### config.mk
export PLATFORM = sky130hd
export DESIGN_NAME = keyboard_pad_input
export DESIGN_NICKNAME = d
export VERILOG_FILES = /design/src/rtl/keyboard_pad_input.sv
export SDC_FILE = /design/constraint.sdc
export NUM_CORES = 1
export LEC_CHECK = 0
export BUFFER_PORTS_ARGS = -buffer_cell sky130_fd_sc_hd__buf_4
export CAP_MARGIN = 10
export CORE_MARGIN = 1
export CORE_UTILIZATION = 56
export CTS_CLUSTER_SIZE = 24
export DETAILED_ROUTE_END_ITERATION = 10
export GPL_ROUTABILITY_DRIVEN = 1
export GPL_TIMING_DRIVEN = 0
export PLACE_DENSITY = 0.77
export RECOVER_POWER = 50
export SLEW_MARGIN = 0
export SYNTH_ARGS = -nofsm -noshare
export SYNTH_HDL_FRONTEND = slang
export SYNTH_SLANG_ARGS = --single-unit
### constraint.sdc
create_clock -name clk -period 1.95 [get_ports clk]
set_input_delay 0.39 -clock clk [delete_from_list [all_inputs] [get_ports clk]]
set_output_delay 0.39 -clock clk [all_outputs]
set_load 0.03 [all_outputs]
### src/rtl/keyboard_pad_input.sv
// PS/2 scan-code decoder: turns make/break byte sequences into per-player pad
// commands (last-pressed-wins on up+down conflicts), a start pulse and an error pulse.
module keyboard_pad_input #(
  parameter int unsigned TIMEOUT_CYCLES = 130000
) (
  input  logic       clk,
  input  logic       rst,
  input  logic [7:0] rx_data,
  input  logic       rx_valid,
  output logic       left_up,
  output logic       left_down,
  output logic       right_up,
  output logic       right_down,
  output logic       start_pulse,
  output logic       seq_error
);

  localparam int unsigned CNT_W = (TIMEOUT_CYCLES > 1) ? $clog2(TIMEOUT_CYCLES) : 1;
  localparam logic [CNT_W-1:0] CNT_LAST = CNT_W'(TIMEOUT_CYCLES - 1);

  localparam logic [7:0] CODE_EXT   = 8'hE0;
  localparam logic [7:0] CODE_BRK   = 8'hF0;
  localparam logic [7:0] CODE_W     = 8'h1D;
  localparam logic [7:0] CODE_S     = 8'h1B;
  localparam logic [7:0] CODE_UP    = 8'h75;
  localparam logic [7:0] CODE_DOWN  = 8'h72;
  localparam logic [7:0] CODE_SPACE = 8'h29;

  localparam logic PRI_UP   = 1'b0;
  localparam logic PRI_DOWN = 1'b1;

  typedef enum logic [1:0] {
    ST_IDLE,
    ST_EXT,
    ST_BRK,
    ST_EXT_BRK
  } state_t;

  state_t           state_q, state_d;
  logic [CNT_W-1:0] cnt_q, cnt_d;
  logic             lu_q, lu_d, ld_q, ld_d, ru_q, ru_d, rd_q, rd_d, sp_q, sp_d;
  logic             pri_l_q, pri_l_d, pri_r_q, pri_r_d;
  logic             left_up_q, left_up_d, left_down_q, left_down_d;
  logic             right_up_q, right_up_d, right_down_q, right_down_d;
  logic             start_q, start_d, err_q, err_d;

  logic             key_ev, key_make, key_ext;

  // Sequence tracker: prefix bytes, final-byte key events, timeout.
  always_comb begin
    state_d  = state_q;
    cnt_d    = cnt_q;
    err_d    = 1'b0;
    key_ev   = 1'b0;
    key_make = 1'b0;
    key_ext  = 1'b0;
    if (rx_valid) begin
      cnt_d = '0;
      case (state_q)
        ST_IDLE: begin
          if (rx_data == CODE_EXT)      state_d = ST_EXT;
          else if (rx_data == CODE_BRK) state_d = ST_BRK;
          else begin
            key_ev   = 1'b1;
            key_make = 1'b1;
          end
        end
        ST_EXT: begin
          if (rx_data == CODE_BRK)      state_d = ST_EXT_BRK;
          else if (rx_data != CODE_EXT) begin
            key_ev   = 1'b1;
            key_make = 1'b1;
            key_ext  = 1'b1;
            state_d  = ST_IDLE;
          end
        end
        ST_BRK, ST_EXT_BRK: begin
          state_d = ST_IDLE;
          if (rx_data == CODE_EXT || rx_data == CODE_BRK) err_d = 1'b1;
          else begin
            key_ev  = 1'b1;
            key_ext = (state_q == ST_EXT_BRK);
          end
        end
        default: state_d = ST_IDLE;
      endcase
    end else if (state_q != ST_IDLE) begin
      if (cnt_q == CNT_LAST) begin
        state_d = ST_IDLE;
        cnt_d   = '0;
        err_d   = 1'b1;
      end else begin
        cnt_d = cnt_q + CNT_W'(1);
      end
    end else begin
      cnt_d = '0;
    end
  end

  // Held flags and priority; priority only moves on a fresh press.
  always_comb begin
    lu_d    = lu_q;
    ld_d    = ld_q;
    ru_d    = ru_q;
    rd_d    = rd_q;
    sp_d    = sp_q;
    pri_l_d = pri_l_q;
    pri_r_d = pri_r_q;
    start_d = 1'b0;
    if (key_ev) begin
      case ({key_ext, rx_data})
        {1'b0, CODE_W}: begin
          if (key_make && !lu_q) pri_l_d = PRI_UP;
          lu_d = key_make;
        end
        {1'b0, CODE_S}: begin
          if (key_make && !ld_q) pri_l_d = PRI_DOWN;
          ld_d = key_make;
        end
        {1'b1, CODE_UP}: begin
          if (key_make && !ru_q) pri_r_d = PRI_UP;
          ru_d = key_make;
        end
        {1'b1, CODE_DOWN}: begin
          if (key_make && !rd_q) pri_r_d = PRI_DOWN;
          rd_d = key_make;
        end
        {1'b0, CODE_SPACE}: begin
          start_d = key_make && !sp_q;
          sp_d    = key_make;
        end
        default: ;
      endcase
    end
    left_up_d    = lu_d & (~ld_d | (pri_l_d == PRI_UP));
    left_down_d  = ld_d & (~lu_d | (pri_l_d == PRI_DOWN));
    right_up_d   = ru_d & (~rd_d | (pri_r_d == PRI_UP));
    right_down_d = rd_d & (~ru_d | (pri_r_d == PRI_DOWN));
  end

  always_ff @(posedge clk) begin
    if (rst) begin
      state_q      <= ST_IDLE;
      cnt_q        <= '0;
      lu_q         <= 1'b0;
      ld_q         <= 1'b0;
      ru_q         <= 1'b0;
      rd_q         <= 1'b0;
      sp_q         <= 1'b0;
      pri_l_q      <= PRI_UP;
      pri_r_q      <= PRI_UP;
      left_up_q    <= 1'b0;
      left_down_q  <= 1'b0;
      right_up_q   <= 1'b0;
      right_down_q <= 1'b0;
      start_q      <= 1'b0;
      err_q        <= 1'b0;
    end else begin
      state_q      <= state_d;
      cnt_q        <= cnt_d;
      lu_q         <= lu_d;
      ld_q         <= ld_d;
      ru_q         <= ru_d;
      rd_q         <= rd_d;
      sp_q         <= sp_d;
      pri_l_q      <= pri_l_d;
      pri_r_q      <= pri_r_d;
      left_up_q    <= left_up_d;
      left_down_q  <= left_down_d;
      right_up_q   <= right_up_d;
      right_down_q <= right_down_d;
      start_q      <= start_d;
      err_q        <= err_d;
    end
  end

  assign left_up     = left_up_q;
  assign left_down   = left_down_q;
  assign right_up    = right_up_q;
  assign right_down  = right_down_q;
  assign start_pulse = start_q;
  assign seq_error   = err_q;

endmodule

-- Word-level counts from Yosys, hierarchy flattened
Cells that the tools add are included.
- input bits: 11
- output and inout port bits: 6
- register bits: 32
- equal/unequal tests: 14
- reduce and logical (&&, ||, !) cells: 20
- $add $sub $neg: 1
- multiplexer cells: 41
- bitwise logic cells: 17
- operators by type and width (operator ; number):
    $mux W1 ; 28
    $eq A9 B5 Y1 const B ; 2
    $eq A9 B9 Y1 const B ; 2
    $add A17 B1 Y17 const B ; 1
    $eq A17 B17 Y1 const B ; 1
    $eq A8 B8 Y1 const B ; 2
    $mux W2 ; 7
    $eq A9 B6 Y1 const B ; 1
    $not A1 Y1 ; 9
    $ne A4 B4 Y1 const B ; 2
    $ne A8 B8 Y1 const B ; 1
    $pmux W1 S2 ; 4
    $pmux W2 S3 ; 1
    $reduce_bool A2 Y1 ; 3
    $logic_and A1 B1 Y1 ; 5
    $logic_not A1 Y1 ; 5
    $and A1 B1 Y1 ; 4
    $eq A2 B2 Y1 const B ; 2
    $or A1 B1 Y1 ; 4
    $reduce_and A4 Y1 ; 1
    $reduce_or A4 Y1 ; 1
    $pmux W1 S3 ; 1
    $reduce_or A3 Y1 ; 1
    $eq A2 B1 Y1 const B ; 1
    4 further kinds ; 4

-- Logic depth before layout (Yosys ltp)
- depth in word-level cells: 12
- mapped depth: 7
- mapped depth without buffers: 6

-- Least setup slack after synthesis
OpenSTA, ideal clock, no wires.
- path kind: register -> register
- start point: register cnt_q[0]
- end point: register cnt_q[10]
- setup slack: 0.303 ns
- required time: 1.835 ns
- buffers on the path: 1
- cell stages (with the launch flop): 8
- library setup time: 0.115 ns
- arrival: 1.533 ns
- path through: dfxtp_1 -> ha_1 -> nand3_1 -> or2_1 -> o31a_1 -> o211ai_4 -> buf_6 -> nor2_1
- longest elaborated chain between the ends: 2
- RTL lines (element ; line ; text):
    start: declaration ; 40 ; logic [CNT_W-1:0] cnt_q, cnt_d;
    start signal: assignment ; 160 ; cnt_q <= cnt_d;
    parallel branches: the longest is 2 deep, another holds $add A17 B1 Y17 ; - ;
Several ways; the timed one is not identified.
A chain may end at the register's enable or synchronous reset.

-- Worst setup path after layout
- start point: register cnt_q[0]
- end point: register cnt_q[8]
The elaborated chain is that of the path after synthesis.

==> results_dict.tcl <==
set metrics [dict create \
    grt_pass1_vias 1087 \
    path_clk_slew_ns 0.10 \
    clk_latency_ns 0.33 \
    regArea_um2 641 \
    outcome "finished, final reports clean" \
    synth.top_cell.area_share 0.443 \
    irDropWorstVdd_mv 0.616 \
    power_leakage_nw 0.567 \
    core_area_um2 2450 \
    areaGrowthSynthToFinish_pct 15.5 \
    overflow 0 \
    num_antenna_cells 0 \
    cts_tree "done" \
    timing.slew.headroom 0.684 \
    syn_inst 160 \
    hold_class "in2reg" \
    multiInputGateArea_um2 752 \
    setup.reg_to_reg.worst_slack_ns 0.14 \
    htree_levels 2 \
    ios 17 \
    port_buffers 15 \
    synth_warnings 0 \
    worst_setup_path_start_kind "flip-flop" \
    drv_cap 0 \
    final.fill_count 212 \
    grt_pass1_wl_um 4380 \
    clock-root-buffer "clkbuf_4" \
    synth_flop_cell "dfxtp_1" \
    holdWs_ns 0.365 \
    rows 18 \
    finalHoldViolations 0 \
    final_cell_mix "32 x dfxtp_1, 31 x nor2_1, 12 x buf_4, 9 x clkbuf_1, 9 x inv_1" \
    crit_required_ns 2.18 \
    skew_ns 0.00415 \
    wire_per_inst_um 13.2 \
    finalSetupViolCount 0 \
    powerDensity_nw_per_um2 656 \
    crit_type "reg2reg" \
    end_kind "flip-flop" \
    cp.arrival_ns 2.04 \
    clock_sinks 32 \
    ctsHoldBuffers 0 \
    initial_core_util 0.590 \
    grt_max_degree 11 \
    vias_per_cell 5.58 \
    drive_above_1_share 0.166 \
    yosys_register_bits 32 \
    die_x_um 52.8 \
    drtIter0Drc 24 \
    critPathMaxFanout 9 \
    clockBufferDepth 2 \
    antenna_found_initial 0 \
    final_common_cell "dfxtp_1" \
    yosysUniqueCellTypes 38 \
    drc 0 \
    drtAntennaViolNets 0 \
    finalWeightedCongestion 0.819 \
    synth_top_area_cell "dfxtp_1" \
    pre_cts_ws_ns 0.0902 \
    max_freq_mhz 554 \
    synth-async-reset-ratio 0 \
    fin_crit_ns 1.81 \
    finalCritPeriodShare 0.926 \
    worst_slew_pin_slew_ns 0.474 \
    timing.final.ws_setup_ns 0.145 \
    vias 1211 \
    ys_seq_area_frac 0.443 \
    power_mw 1.10 \
    synth_nets 172 \
    die_height_um 52.8 \
    wl_um 2860 \
    synth_area_um2 1450 \
    grt_usage 0.225 \
    utilization 0.681 \
    die_area_um2 2790 \
    synth_edf_count 0 \
    yosys-top-cells-area "dfxtp_1 44%, nor2_1 8.0%, xnor2_1 4.8%, xor2_1 4.2%, mux2i_1 3.5%" \
    firstDrtPassIters 4 \
    place_hpwl_um 1980 \
    nNetsFinal 198 \
    cts_buffers 5 \
    final_max_slew_viol_count 0 \
    avgSynthCellArea_um2 9.05 \
]
worst paths after layout:
kind | to | from | depth (start not counted)
setup / recovery | cnt_q[8]$_SDFF_PP0_ | cnt_q[0]$_SDFF_PP0_ | 7
hold / removal | state_q[1]$_SDFFE_PP0P_ | rx_data[4] | 3
setup reg to reg | cnt_q[8]$_SDFF_PP0_ | cnt_q[0]$_SDFF_PP0_ | 7
hold reg to reg | start_pulse$_SDFF_PP0_ | sp_q$_SDFFE_PP0N_ | 1
cells by family (layout without fill, tap and decap cells):
kind of cell,after synthesis,count (layout),synth area share
AOI/OAI and AO/OA,16,16,0.0899
xor gates and xnor gates,15,15,0.0908
adders and majority gates,1,1,0.00864
buffers and inverters,13,40,0.0441
DFF,32,32,0.443
muxes,5,5,0.0346
and+or+nand+nor,78,78,0.290
critical path: stages, from the launching register on:
cell and delay (ns):
dfxtp_1 0.37, ha_2 0.23, nand3_1 0.12, or2_1 0.27
o31a_1 0.31, o211ai_4 0.17, buf_6 0.17, nor2_1 0.05
Yosys cell counts, drive strengths merged (2+ instances only):
| master | count |
|---|---|
| dfxtp | 32 |
| nor2 | 31 |
| inv | 9 |
| nand3 | 8 |
| xnor2 | 8 |
| nand2 | 7 |
| nand4 | 7 |
| xor2 | 7 |
| mux2i | 5 |
| a21oi | 3 |
| and3 | 3 |
| nor2b | 3 |
| nor3b | 3 |
| nor4 | 3 |
| nor4b | 3 |
| a21boi | 2 |
| a31o | 2 |
| a31oi | 2 |
| and2 | 2 |
| buf | 2 |
| clkbuf | 2 |
| nor3 | 2 |
| o21a | 2 |
through the flow:
| step | instances | area (µm²) | TNS (ns) |
|---|---|---|---|
| global placement | 205 | 1600 | 0 |
| detailed placement | 205 | 1600 | 0 |
| floorplan | 160 | 1450 | 0 |
| finish | 217 | 1670 | 0 |
| CTS | 213 | 1660 | 0 |
| global route | 217 | 1670 | -0.102 |
power breakdown:
group	internal (mW)	switching [mW]	total, mW
Combinational	0.0225	0.0256	0.0481
Sequential	0.653	0.000126	0.653
Clock	0.171	0.224	0.396
cell type report:
class,instances,area share
Clock buffer,6,0.0307
Sequential cell,32,0.383
Inverter,9,0.0202
Timing Repair Buffer,19,0.0741
Multi-Input combinational cell,115,0.450
Clock inverter,2,0.00599
Tap cell,30,0.0225
Buffer,4,0.0135
flip-flops by register name, indices dropped and copies added, names as in the netlist:
register	cells
cnt_q	17
ld_q	1
left_down	1
left_up	1
lu_q	1
pri_l_q	1
pri_r_q	1
rd_q	1
right_down	1
right_up	1
ru_q	1
seq_error	1
sp_q	1
start_pulse	1
state_q	2
layer usage:
metal	GRT usage	vias to the layer above	part of all wire	routed length, µm
met1	0.242	565	0.44	1250
met2	0.380	40	0.49	1410
met4	0.101	0	0.0053	15
met5	0	-	0	0
li1	-	604	-	-
met3	0.0928	2	0.064	182
what timing repair did:
action / in CTS / in global routing
endpoints found under the setup margin: 0 / 11
resized for setup: 0 / 4
setup buffers: 0 / 3
Power figures use the tool's default switching activity.
